--- config.mk ---
export PLATFORM = sky130hd
export DESIGN_NAME = twos_complement_seq
export DESIGN_NICKNAME = d
export VERILOG_FILES = /design/src/rtl/twos_complement_seq.sv
export SDC_FILE = /design/constraint.sdc
export NUM_CORES = 1
export LEC_CHECK = 0
export ABC_AREA = 1
export CORE_MARGIN = 8
export CORE_UTILIZATION = 48
export CTS_CLUSTER_SIZE = 16
export DETAILED_ROUTE_END_ITERATION = 8
export HOLD_SLACK_MARGIN = 0.12
export PLACE_DENSITY = 0.79
export SYNTH_ARGS = -nofsm -noshare
export SYNTH_HDL_FRONTEND = slang
export SYNTH_SLANG_ARGS = --single-unit
export TNS_END_PERCENT = 30
--- constraint.sdc ---
create_clock -name Clk -period 1.6 [get_ports Clk]
set_clock_uncertainty 0.1 [all_clocks]
set_input_delay 0.16 -clock Clk [delete_from_list [all_inputs] [get_ports Clk]]
set_output_delay 0.16 -clock Clk [all_outputs]
set_load 0.005 [all_outputs]
--- src/rtl/twos_complement_seq.sv ---
`default_nettype none
// ============================================================================
// Module   : twos_complement_seq
// Brief    : Digit-serial pass / negate / absolute-value unit, D bits per cycle.
//            Define TWOS_COMPLEMENT_SAT_EN to saturate the overflow result.
// Revision : 1.0
// ============================================================================
module twos_complement_seq #(
    parameter int N = 8,
    parameter int D = 4
) (
    input  logic         Clk,
    input  logic         Rst_n,
    input  logic [N-1:0] In,
    input  logic [1:0]   Mode,
    input  logic         In_Valid,
    output logic         In_Ready,
    output logic [N-1:0] Out,
    output logic         Ovf,
    output logic         Out_Valid,
    input  logic         Out_Ready
);

    localparam int K  = N / D;
    localparam int CW = (K > 1) ? $clog2(K) : 1;

    localparam logic [CW-1:0] c_last_digit = CW'(K - 1);
    localparam logic [N-1:0]  c_min_neg    = {1'b1, {(N-1){1'b0}}};
    localparam logic [N-1:0]  c_max_pos    = {1'b0, {(N-1){1'b1}}};

`ifdef TWOS_COMPLEMENT_SAT_EN
    localparam logic c_sat_en = 1'b1;
`else
    localparam logic c_sat_en = 1'b0;
`endif

    typedef enum logic [1:0] {
        S_IDLE = 2'd0,
        S_RUN  = 2'd1,
        S_DONE = 2'd2
    } state_t;

    state_t          r_state;
    state_t          w_state_next;
    logic [N-1:0]    r_operand;
    logic [N-1:0]    r_result;
    logic            r_flip;
    logic            r_carry;
    logic            r_ovf;
    logic            r_ovf_pend;
    logic [CW-1:0]   r_cnt;

    logic            w_accept;
    logic            w_last;
    logic            w_flip_in;
    logic [D-1:0]    w_digit;
    logic [D:0]      w_sum;
    logic [N-1:0]    w_result_shift;
    logic [N-1:0]    w_operand_shift;

    assign w_accept = (r_state == S_IDLE) && In_Valid;
    assign w_last   = (r_state == S_RUN) && (r_cnt == c_last_digit);

    always_comb begin
        w_flip_in = 1'b0;
        case (Mode)
            2'b01:   w_flip_in = 1'b1;
            2'b10:   w_flip_in = In[N-1];
            default: w_flip_in = 1'b0;
        endcase
    end

    // Operand is consumed from the bottom; result digits enter from the top.
    assign w_digit = r_operand[D-1:0] ^ {D{r_flip}};
    assign w_sum   = {1'b0, w_digit} + {{D{1'b0}}, r_carry};

    generate
        if (K == 1) begin : g_single
            assign w_result_shift  = w_sum[D-1:0];
            assign w_operand_shift = '0;
        end else begin : g_multi
            assign w_result_shift  = {w_sum[D-1:0], r_result[N-1:D]};
            assign w_operand_shift = {{D{1'b0}}, r_operand[N-1:D]};
        end
    endgenerate

    always_ff @(posedge Clk) begin
        if (!Rst_n) begin
            r_state <= S_IDLE;
        end else begin
            r_state <= w_state_next;
        end
    end

    always_comb begin
        w_state_next = r_state;
        case (r_state)
            S_IDLE:  if (In_Valid)  w_state_next = S_RUN;
            S_RUN:   if (w_last)    w_state_next = S_DONE;
            S_DONE:  if (Out_Ready) w_state_next = S_IDLE;
            default: w_state_next = S_IDLE;
        endcase
    end

    always_ff @(posedge Clk) begin
        if (!Rst_n) begin
            r_operand  <= '0;
            r_result   <= '0;
            r_flip     <= 1'b0;
            r_carry    <= 1'b0;
            r_ovf      <= 1'b0;
            r_ovf_pend <= 1'b0;
            r_cnt      <= '0;
        end else if (w_accept) begin
            r_operand  <= In;
            r_flip     <= w_flip_in;
            r_carry    <= w_flip_in;
            r_ovf_pend <= w_flip_in && (In == c_min_neg);
            r_cnt      <= '0;
        end else if (r_state == S_RUN) begin
            r_operand <= w_operand_shift;
            r_carry   <= w_sum[D];
            r_cnt     <= r_cnt + CW'(1);
            if (w_last) begin
                // Only -2^(N-1) can overflow, so the saturated value replaces it whole.
                r_ovf    <= r_ovf_pend;
                r_result <= (c_sat_en && r_ovf_pend) ? c_max_pos : w_result_shift;
            end else begin
                r_result <= w_result_shift;
            end
        end
    end

    assign In_Ready  = (r_state == S_IDLE);
    assign Out_Valid = (r_state == S_DONE);
    assign Out       = r_result;
    assign Ovf       = r_ovf;

endmodule
`default_nettype wire

==> out/qor_table.md, run 1 <==
| Result | This run |
|---|---|
| Power density over the cells | 853 nW/um2 |
| Ratio of routed vias to standard cells | 4.87 |
| Area fraction of the dominant cell type after synthesis | 43.0% |
| Slowest-stage cell, CP | sky130_fd_sc_hd__clkdlybuf4s50_1 |
| Vias in the first global route | 928 |
| Clock transition at the registers of the reported paths | 0.13 ns |
| Ratio of cells with drive above 1 in the final layout | 9.83% |
| Critical path peak fanout | 3 |
| Count of synthesis-stage warnings from yosys | 0 |
| Crit-path max cell delay | 0.51 ns |
| Sequential element share of the synthesized area | 43.0% |
| Final-report hold violation count | 0 |
| Average detailed-routed wire length per instance | 10.6 um |
| Buffers on Ports | 24 |
| Cell area after synthesis | 1070 um2 |
| Synth area leader | sky130_fd_sc_hd__dfxtp_1 |
| Commonest non-fill, non-tap cell in the layout | sky130_fd_sc_hd__nand2_1 |
| Arrival time worst endpoint | 1.30 ns |
| Final min period | 1.56 ns |
| Count of buffer and inverter cells on the critical path | 1 |
| Peak supply drop | 0.603 mV |
| Initial standard-cell utilization of the core | 49.4% |
| Total negative slack | 0 ns |
| Nets in the synthesized netlist | 165 |
| Run status | complete, no violations |
| Antenna-violating nets left | 0 |
| Global-route usage over all layers | 10.6% |
| Worst hold path type | in2reg |
| IO Count | 25 |
| Final Core Density | 63.0% |
| RSZ-0062 raised after global routing | yes |
| Vertical die dimension | 63.2 um |
| Number of DRC markers after the initial detailed-route iteration | 19 |
| Max_cap viols | 0 |
| Total setup buffers inserted after CTS | 0 |
| Type of the worst setup path | reg2out |
| First-pass GRT wire length | 3.62 mm |
| Area of the die | 4000 um2 |
| Clock tree from TritonCTS | built |
| Count of hold buffers inserted by post-cts repair | 0 |
| Antenna violations before repair | 0 |
| Signed area change from the synthesized netlist to the final layout | 27.7% |
| Ranking of synthesized cells by area | sky130_fd_sc_hd__dfxtp_1 (43%), sky130_fd_sc_hd__nand2_1 (13%), sky130_fd_sc_hd__nor2_1 (7.0%) |
| Final period util | 97.8% |
| Measured slew at the worst slew-check pin | 0.236 ns |
| Critical Path Source Type | flop |
| Worst-case hold slack | 0.341 ns |
| Highest attainable clock frequency | 639 MHz |
| Sum of overflow across all layers after global routing | 0 |
| Die Span X | 63.2 um |
| Post-route DRC violation count | 0 |
| Mean cell area of the mapped netlist | 7.29 um2 |
| Maximum buffer depth of the clock tree | 2 |
| # setup viols final | 0 |
| Slack of the worst reg-to-reg path | 0.12 ns |
| Filler cells | 220 |
| Clk Tree Root Cell | sky130_fd_sc_hd__clkbuf_4 |
| Commonest cells after routing, fill and taps aside | sky130_fd_sc_hd__nand2_1 (36), sky130_fd_sc_hd__clkdlybuf4s50_1 (23), sky130_fd_sc_hd__dfxtp_1 (20), sky130_fd_sc_hd__nor2_1 (20), sky130_fd_sc_hd__inv_1 (16) |
| Final max-slew violation count | 0 |
| Core Area | 2170 um2 |
| Count of antenna diodes in the layout | 0 |
| Later-pin clock latency in the skew report | 0.31 ns |
| Final weighted congestion of routability-driven global placement | 0.806 |
| Type of element capturing the critical path | output pin |
| Remaining max-slew budget at the tightest pin | 84.1% |
| Placed wire-length estimate after detailed placement | 1.68 mm |
| Level count of the clock H-tree | 1 |
| Wirelength, routed | 2.13 mm |
| Total of flip-flops plus latches after synthesis | 23 |
| Family with the most delay on the worst path | buffers and inverters |
| Net total in the final layout | 192 |
| Number of buffers added by the clock tree synthesis step | 3 |
| Required time at the worst-slack endpoint | 1.34 ns |
| Num rows | 17 |
| Number of instances in the synthesized netlist | 147 |
| Cells along the critical path | nor2_4 > clkdlybuf4s50_1 |
| Synth cell types | 25 |
| Leakage Power | 0.587 nW |
| Largest net degree at the start of global routing | 17 |
| Clock tree sinks | 23 |
| DRT Pass-1 Iters | 4 |
| Vias after detailed routing | 979 |
state kept, by name, summed over array words and instances (netlist names):
signal	count
r_flip	1
r_cnt	1
r_ovf_pend	1
r_state	2
Out	8
Ovf	1
r_operand	8
r_carry	1
per-stage QoR:
step / power (mW) / worst slack [ns] / instances / cell area, um2
4_1_cts: 1.17 / 0.0208 / 201 / 1370
5_1_grt: 1.22 / -0.00395 / 201 / 1370
2_1_floorplan: 0.800 / 0.152 / 147 / 1070
3_3_place_gp: 0.904 / 0.0991 / 197 / 1330
6_report: 1.17 / 0.0351 / 201 / 1370
3_5_place_dp: 0.912 / 0.0484 / 197 / 1330
cell type report:
cell class | count | area (um2) | share of cell area (%)
clock buffers | 4 | 26.3 | 1.92
inverters | 20 | 82.6 | 6.04
flip-flops and latches | 23 | 464 | 33.9
multi-input cells | 100 | 505 | 37.0
repair buffers | 26 | 254 | 18.6
well taps | 28 | 35.0 | 2.56
logic make-up after synthesis:
| group | after synthesis | share of synthesized area (%) |
|---|---|---|
| simple gates | 70 | 28.7 |
| compound gates | 24 | 11.7 |
| buf+inv | 24 | 10.3 |
| flops | 23 | 43.0 |
| fa+ha+maj | 4 | 4.67 |
| xor+xnor | 2 | 1.64 |
power by group:
part / switching [mW] / leakage, nW / internal, mW
combinational: 0.129 / 0.382 / 0.126
clock: 0.171 / 0.0150 / 0.0971
sequential: 0.0277 / 0.190 / 0.616
total: 0.327 / 0.587 / 0.839
cell usage after synthesis:
| master | instances |
|---|---|
| sky130_fd_sc_hd__buf_6 | 1 |
| sky130_fd_sc_hd__xor2_1 | 1 |
| sky130_fd_sc_hd__dfxtp_1 | 23 |
| sky130_fd_sc_hd__inv_2 | 1 |
| sky130_fd_sc_hd__inv_4 | 3 |
| sky130_fd_sc_hd__o21ai_1 | 2 |
| sky130_fd_sc_hd__inv_1 | 16 |
| sky130_fd_sc_hd__nor2_4 | 1 |
| sky130_fd_sc_hd__nand2_4 | 2 |
| sky130_fd_sc_hd__a31oi_1 | 4 |
| sky130_fd_sc_hd__nor4_1 | 3 |
| sky130_fd_sc_hd__nand4_1 | 1 |
| sky130_fd_sc_hd__nand2_1 | 36 |
| sky130_fd_sc_hd__nor2_1 | 20 |
| sky130_fd_sc_hd__nand2_2 | 1 |
| sky130_fd_sc_hd__clkbuf_1 | 1 |
| sky130_fd_sc_hd__nand3_1 | 4 |
| sky130_fd_sc_hd__nor2_2 | 1 |
| sky130_fd_sc_hd__a21oi_1 | 10 |
| sky130_fd_sc_hd__buf_4 | 1 |
| sky130_fd_sc_hd__clkbuf_2 | 1 |
| sky130_fd_sc_hd__and2_1 | 1 |
| sky130_fd_sc_hd__o21ai_0 | 8 |
| sky130_fd_sc_hd__ha_1 | 4 |
| sky130_fd_sc_hd__xnor2_1 | 1 |
path summary, 6_finish.rpt:
| path | end | depth (start not counted) | start |
|---|---|---|---|
| min reg2reg | r_operand[7] | 2 | r_operand[7] |
| max reg2reg | Out[6] | 7 | r_flip |
| max | In_Ready | 2 | r_state[0] |
| min | r_operand[4] | 3 | In[4] |
routing by layer:
layer | share of wire [%] | track usage [%] | vias to the layer above
li1 | - | - | 514
met1 | 44 | 11.1 | 438
met2 | 48 | 18.8 | 25
met3 | 7.8 | 4.24 | 2
met4 | 0.52 | 3.34 | 0
met5 | 0 | 0 | -
tightest hold or removal path: cells and delay by family:
family          cells  cell delay, ns
simple gates        1            0.07
buf+inv             1            0.41
compound gates      1            0.06
what timing repair did:
item,CTS,global route
endpoints found under the setup margin,2,4
pin swaps,1,0
gates resized for setup,4,1
Note: power is estimated with default switching activity, not from simulation.
==> run 2: changes to the inputs <==
--- a/config.mk
+++ b/config.mk
@@ -11,7 +11,7 @@
 export CTS_CLUSTER_SIZE = 16
 export DETAILED_ROUTE_END_ITERATION = 8
 export HOLD_SLACK_MARGIN = 0.12
-export PLACE_DENSITY = 0.79
+export PLACE_DENSITY = 0.77
 export SYNTH_ARGS = -nofsm -noshare
 export SYNTH_HDL_FRONTEND = slang
 export SYNTH_SLANG_ARGS = --single-unit
==> out/qor_table.md, run 2 (synthesis gave the netlist of run 1 again) <==
| Result | This run | vs previous |
|---|---|---|
| Run status | complete, no violations |  |
| # setup viols final | 0 | unchanged |
| Antenna violations before repair | 0 | unchanged |
| Ratio of cells with drive above 1 in the final layout | 10.9% | +1.0 points |
| Clock transition at the registers of the reported paths | 0.12 ns | about the same |
| Total negative slack | 0 ns | unchanged |
| IO Count | 25 | unchanged |
| Final weighted congestion of routability-driven global placement | 0.803 | -0.35% |
| Initial standard-cell utilization of the core | 49.4% | unchanged |
| Type of the worst setup path | reg2out |  |
| Number of DRC markers after the initial detailed-route iteration | 18 | -1 |
| Ratio of routed vias to standard cells | 4.88 | +0.13% |
| First-pass GRT wire length | 3.90 mm | +7.6% |
| Later-pin clock latency in the skew report | 0.30 ns | about the same |
| Measured slew at the worst slew-check pin | 0.226 ns | -0.0103 ns |
| Die Span X | 63.2 um | unchanged |
| Count of antenna diodes in the layout | 0 | unchanged |
| Worst hold path type | in2reg |  |
| Level count of the clock H-tree | 1 | unchanged |
| Required time at the worst-slack endpoint | 1.34 ns | about the same |
| Arrival time worst endpoint | 1.28 ns | -0.02 ns |
| Clk Tree Root Cell | sky130_fd_sc_hd__clkbuf_4 |  |
| Vias in the first global route | 980 | +5.6% |
| Largest net degree at the start of global routing | 17 | unchanged |
| Count of hold buffers inserted by post-cts repair | 0 | unchanged |
| Average detailed-routed wire length per instance | 10.8 um | +1.6% |
| Commonest cells after routing, fill and taps aside | sky130_fd_sc_hd__nand2_1 (36), sky130_fd_sc_hd__clkdlybuf4s50_1 (23), sky130_fd_sc_hd__dfxtp_1 (21) |  |
| Post-Layout Cell Count | 203 | +1.0% |
| Type of element capturing the critical path | output pin |  |
| Placed wire-length estimate after detailed placement | 1.70 mm | +0.91% |
| Power density over the cells | 845 nW/um2 | -0.96% |
| Critical path peak fanout | 3 | unchanged |
| Leakage Power | 0.594 nW | +1.2% |
| Commonest non-fill, non-tap cell in the layout | sky130_fd_sc_hd__nand2_1 |  |
| Antenna-violating nets left | 0 | unchanged |
| Highest attainable clock frequency | 648 MHz | +1.4% |
| Vertical die dimension | 63.2 um | unchanged |
| Number of buffers added by the clock tree synthesis step | 3 | unchanged |
| Remaining max-slew budget at the tightest pin | 84.8% | +0.69 points |
| Post-route DRC violation count | 0 | unchanged |
| Signed area change from the synthesized netlist to the final layout | 28.7% |  |
| Filler cells | 198 | -10% |
| Global-route usage over all layers | 11.4% | +0.83 points |
| Vias after detailed routing | 990 | +1.1% |
| Net total in the final layout | 194 | +1.0% |
| Critical Path Source Type | flop |  |
| Final max-slew violation count | 0 | unchanged |
| Final period util | 96.5% | -1.3 points |
| Num rows | 17 | unchanged |
| Clock tree sinks | 23 | unchanged |
| Final-report hold violation count | 0 | unchanged |
| Cells after DPL | 198 | +0.51% |
| Final min period | 1.54 ns | -0.0213 ns |
| Area of the die | 4000 um2 | unchanged |
| Sum of overflow across all layers after global routing | 0 | unchanged |
| Max_cap viols | 0 | unchanged |
| DRT Pass-1 Iters | 4 | unchanged |
| Core Area | 2170 um2 | unchanged |
| Peak supply drop | 0.502 mV | -17% |
| Wirelength, routed | 2.19 mm | +2.6% |
| Buffers on Ports | 24 | unchanged |
| Clock tree from TritonCTS | built |  |
| RSZ-0062 raised after global routing | no |  |
| Maximum buffer depth of the clock tree | 2 | unchanged |
## run 2: changes by cell type in the layout (fill, tap and decap cells not counted), sizes merged
cell / previous run / this run
buf: 2 / 4
## run 2: power breakdown
part           switching [mW]  total (mW)  leakage (nW)  internal [mW]
clock                   0.163       0.261        0.0150         0.0972
sequential             0.0269       0.643         0.189          0.616
combinational           0.132       0.261         0.390          0.129
total                   0.322        1.16         0.594          0.843
## run 2: final timing paths
| check | startpoint | end | slack, ns | depth (start not counted) |
|---|---|---|---|---|
| setup / recovery | r_state[0] | In_Ready | 0.06 | 2 |
| hold reg to reg | r_operand[7] | r_operand[7] | 0.37 | 2 |
| setup reg to reg | r_flip | Out[6] | 0.17 | 7 |
| hold / removal | In[4] | r_operand[4] | 0.33 | 3 |
## run 2: area by class of cell
class	count	area (um2)	area share (%)
Clock buffer	4	26.3	1.91
Inverter	20	82.6	5.99
Multi-Input combinational cell	100	503	36.5
Sequential cell	23	463	33.6
Tap cell	28	35.0	2.54
Timing Repair Buffer	28	269	19.5
## run 2: what timing repair did
action | 4_1_cts | 5_1_grt
pin swaps | 1 | 0
endpoints found under the setup margin | 2 | 1
buffers inserted | 1 | 0
gates resized for setup | 3 | 1
cloned | 0 | 0
## run 2: metal layers
layer	routed length (um)	vias up	track usage (%)	share of wire (%)
met1	978	444	11.4	45
met4	26	0	4.18	1.2
met3	127	4	4.06	5.8
met2	1050	23	21.1	48
met5	0	-	0	0
li1	-	519	-	-
## run 2: per-stage QoR
step	worst slack, ns	total power [mW]	hold WS, ns	instance area (um2)	util [%]
floorplan	0.152	0.800	0.207	1070	-
global placement	0.0981	0.905	0.348	1340	61.8
detailed placement	0.0354	0.913	0.351	1340	61.8
CTS	0.0201	1.17	0.337	1380	63.5
global route	0.00352	1.23	0.349	1380	63.6
finish	0.0563	1.16	0.334	1380	63.6
## run 2: critical path: stages, from the launching register on
cell,delay [ns]
sky130_fd_sc_hd__dfxtp_2,0.37
sky130_fd_sc_hd__nor2_2,0.10
sky130_fd_sc_hd__clkdlybuf4s50_1,0.51
==> RTL change 1: new RTL, flow settings as in run 1 <==
Reset style: asynchronous (`Rst_n`), changed in 2 clocked blocks.
--- a/src/rtl/twos_complement_seq.sv
+++ b/src/rtl/twos_complement_seq.sv
@@ -84,7 +84,7 @@
         end
     endgenerate
 
-    always_ff @(posedge Clk) begin
+    always_ff @(posedge Clk or negedge Rst_n) begin
         if (!Rst_n) begin
             r_state <= S_IDLE;
         end else begin
@@ -102,7 +102,7 @@
         endcase
     end
 
-    always_ff @(posedge Clk) begin
+    always_ff @(posedge Clk or negedge Rst_n) begin
         if (!Rst_n) begin
             r_operand  <= '0;
             r_result   <= '0;
Formal check against the unedited RTL: differs if Rst_n is asserted again (counterexample within 4 cycles, from zero or initial values and one cycle with Rst_n low); with Rst_n held inactive, the same outputs for 10 cycles.
==> RTL change 1 against run 1 <==
  * Hold slack worse by 47 ps
  * Design area rose by 5.9%
  * Setup slack better by 68 ps
  * Area after synthesis up 2.3%
  * Sequential cell count is the same
  * Utilization grew 3.1 points
  * Maximum frequency up 4.5%
  * Critical endpoint is now r_carry$_DFFE_PN0P_
  * Sequential share of layout area grew 5.8 points
  * Routed wire length up 5.7%
  * Count of clock-buffer cells in the layout is 1 lower
  * Non-clock buffer count increased by 4
Power is not compared: it rests on default switching activity, and its combinational part moved more than twofold at a synthesized area within 25%.
==> RTL change 1: results (changes against run 1) <==
[sta]
tightest_slew_ps = 284  ; +48.0 ps

[synthesis]
synthAdderAreaFrac = 0.0457  ; -0.00107
synthTopCellsByCount = 35 x nand2_1, 23 x dfrtp_1, 23 x inv_1, 10 x o21ai_0, 6 x nor2_1
synth_area_per_cell_um2 = 8.63  ; +18%
synth_xor_area_frac = 0.0160  ; -0.000373
synthDistinctLibCells = 21  ; -16%
synth_mux_area_frac = 0  ; unchanged
synthArstFlopShare = 1.00  ; +1.00
yosys_most_used_dff = dfrtp_1
synthTopCellsByArea = dfrtp_1 53%, nand2_1 12%, inv_1 7.9%
ys_seq_area_frac = 0.525  ; +0.0952
synth.net_count = 145  ; -12%
yosysWarningCount = 0  ; unchanged
synth_compound_area_frac = 0.112  ; -0.00495

[route]
drt-initial-drc-count = 38  ; +19
finalWirelength_um = 2250  ; +5.7%
wire_per_inst_um = 12.1  ; +14%
routed_via_density = 4.93  ; +1.1%

[setup_path]
cp.arrival_ps = 1650  ; +350 ps
crit_slowest_cell = dfrtp_1
cp_slowest_stage_delay_ps = 440  ; -70 ps
crit_fanout = 5  ; +2

[clocking]
clkSlewWorstSetupHoldPaths_ps = 130  ; about the same
ctsHtreeMaxLevel = 1  ; unchanged
clk_latency_ps = 320

[global_routing]
grt_pass1_wl_um = 3970  ; +9.7%
grt_usage = 0.118  ; +0.0124
grt_pass1_vias = 924  ; -0.43%
grt_max_degree = 24  ; +7

[worst_hold_path]
hold_path_depth = 2  ; -1
min_path_type = in -> reg

[place]
gp_congestion = 0.809  ; +0.29%
place_area_um2 = 1380  ; +3.6%
dp_hpwl_um = 1730  ; +2.8%
io_buffers = 24  ; unchanged

[run_status]
status = finished, final reports clean

[pwr]
p_leak_uw = 0.000721

[layout]
drive_above_1_share = 0.101  ; +0.00236
nets = 178  ; -7.3%

## RTL change 1: repair_timing
item	4_1_cts	5_1_grt
gates resized for setup	2	3
hold buffers	1	0
cloned	0	0
pin swaps	1	3
endpoints found under the setup margin	2	1
buffers inserted	1	1
endpoints found under the hold margin	23	0
## RTL change 1: stage by stage
step | setup slack (ps) | util
2_1_floorplan | 167 | -
3_3_place_gp | 62.9 | 0.630
3_5_place_dp | 49.8 | 0.630
4_1_cts | 49.2 | 0.651
5_1_grt | 26.3 | 0.661
6_report | 103 | 0.661
## RTL change 1: final timing paths
check                                         startpoint                        to  slack [ps]
max in group asynchronous                          Rst_n        Out[0]$_DFFE_PN0P_         540
min in group asynchronous                          Rst_n        Out[1]$_DFFE_PN0P_         620
worst max register to register        r_flip$_DFFE_PN0P_       r_carry$_DFFE_PN0P_         100
worst min-delay path                           Out_Ready    r_state[1]$_DFFE_PN0P_         290
worst min register to register  r_operand[4]$_DFFE_PN0P_  r_operand[4]$_DFFE_PN0P_         400
worst max-delay path                  r_flip$_DFFE_PN0P_       r_carry$_DFFE_PN0P_         100
## RTL change 1: area by class of cell
type	instances	area (um^2)
multi-input combinational	78	433
tap	28	35.0
timing repair buffer	30	285
clock inverter	1	7.51
clock buffer	3	22.5
sequential	23	576
inverter	24	90.1
fill	181	742
## RTL change 1: logic make-up after synthesis
group	count (synthesis)
adder cells (fa/ha/maj)	4
AO/OA/AOI/OAI	20
AND/OR/NAND/NOR	52
flip-flops	23
XOR/XNOR	2
buffers and inverters	26
## RTL change 1: metal layers
layer	part of all wire	GRT usage
met4	0.024	0.0808
met2	0.48	0.198
met5	0	0
met3	0.046	0.0331
met1	0.45	0.126
## RTL change 1: worst max-delay path: cells and delay by family (launching register included)
kind,cells,cell delay [ps]
flops,1,440
fa+ha+maj,2,380
simple gates,4,320
xor+xnor,1,200
## RTL change 1: power by group
group	leakage [uW]	total, uW	internal [uW]	switching (uW)
Combinational	0.000412	1320	626	699
Clock	0.0000139	273	95.4	177
Sequential	0.000295	976	835	141
==> RTL change 2: new RTL, flow settings as in run 1 <==
Without the edit above. The parameter `D` goes from 4 to 8.
--- a/src/rtl/twos_complement_seq.sv
+++ b/src/rtl/twos_complement_seq.sv
@@ -7,7 +7,7 @@
 // ============================================================================
 module twos_complement_seq #(
     parameter int N = 8,
-    parameter int D = 4
+    parameter int D = 8
 ) (
     input  logic         Clk,
     input  logic         Rst_n,
Check against the original RTL: not equivalent (a bounded check fails within 4 cycles, from zero or initial values and one cycle with Rst_n low).
==> RTL change 2 against run 1 <==
  * The run now ends with negative setup slack left
  * Die area rose by 12%
  * Routed wire length rose by 38%
  * Total power rose by 5.0%
  * Area after synthesis rose by 16%
  * Non-clock buffer count rose by 7
  * Via count rose by 29%
  * Setup slack got worse by 44 ps
  * First-iteration DRC count rose by 100%
  * Final cell count rose by 21%
  * Sequential cell count did not move
  * Design area rose by 20%
==> RTL change 2: results (changes against run 1) <==
[place]
dp_slack_ps = -33.4  ; -81.9 ps
dp_hpwl_um = 2340  ; +39%

[synthesis]
synthDistinctLibCells = 28  ; +12%
ys_seq_area_frac = 0.369  ; -0.0604

[sta]
layout_setup_ws_ps = -8.67  ; -43.7 ps
setup_violations = 1  ; +1
hold_slack_ps = 353  ; +12.4 ps
tightest_slew_ps = 280  ; +44.0 ps

[worst_hold_path]
min_to = r_operand[1]$_SDFFE_PN0P_
min_from = In[1]

[route]
wire_per_inst_um = 12.0  ; +14%
drt-initial-drc-count = 38  ; +19
route.met2.wl_um = 1550  ; +52%
routed-wl-met3_um = 121  ; -27%
routed_via_density = 5.16  ; +6.0%

[setup_path]
critical_path.startpoint = r_flip$_SDFFE_PN0P_
worst_r2r_endpoint = r_carry$_SDFFE_PN0P_
cp.arrival_ps = 1760  ; +460 ps
cp_slowest_stage_delay_ps = 390  ; -120 ps

[global_routing]
grt_util_met1 = 0.139  ; +0.0277
met2_usage = 0.259  ; +0.0710
grt_pass1_vias = 1199  ; +29%

[layout]
drive_above_1_share = 0.168  ; +0.0700
fill_cells = 226  ; +2.7%

[run_status]
violations = negative setup slack
status = finished with violations

[RTL change 2: cell types whose count changed after synthesis, moves of 2 or more]
cell     before  now
inv_1        16   25
buf_2         0    2
nand3_1       4   16
nor4_1        3    1
a21oi_1      10   14
a31oi_1       4    0
inv_4         3    0
nand2_1      36   45
[RTL change 2: power by group]
| part | total, uW | switching, uW | internal (uW) |
|---|---|---|---|
| Combinational | 310 | 158 | 152 |
| Sequential | 641 | 29.1 | 612 |
| Clock | 273 | 176 | 97.5 |
[RTL change 2: what timing repair did]
action	in CTS	in global routing
hold endpoints to repair	0	0
hold buffers	0	0
pin swaps	0	7
cloned	0	0
setup endpoints to repair	4	7
setup buffers	0	2
gates resized for setup	5	8
[RTL change 2: worst register-to-register path, delay by kind of cell, from the launching register on]
kind | cells | cell delay [ps]
xor+xnor | 1 | 210
flops | 1 | 390
compound gates | 1 | 170
fa+ha+maj | 2 | 330
simple gates | 3 | 350
[RTL change 2: cell families (layout without fill, tap and decap cells)]
kind of cell | after synthesis | count (layout) | share of synthesized area
xor gates and xnor gates | 3 | 3 | 0.0211
DFF | 23 | 23 | 0.369
buffers and inverters | 33 | 65 | 0.112
and+or+nand+nor | 92 | 92 | 0.334
adders and majority gates | 5 | 5 | 0.0502
AOI/OAI and AO/OA | 26 | 26 | 0.112
[RTL change 2: final cells by class]
cell class	count	share of cell area
clock buffers	4	0.0159
inverters	28	0.0668
multi-input cells	126	0.421
flip-flops and latches	23	0.283
well taps	30	0.0228
repair buffers	33	0.190
[RTL change 2: stage by stage]
| stage | cells | util |
|---|---|---|
| floorplan | 182 | - |
| global placement | 238 | 0.633 |
| detailed placement | 238 | 0.633 |
| CTS | 242 | 0.646 |
| global route | 244 | 0.665 |
| finish | 244 | 0.665 |
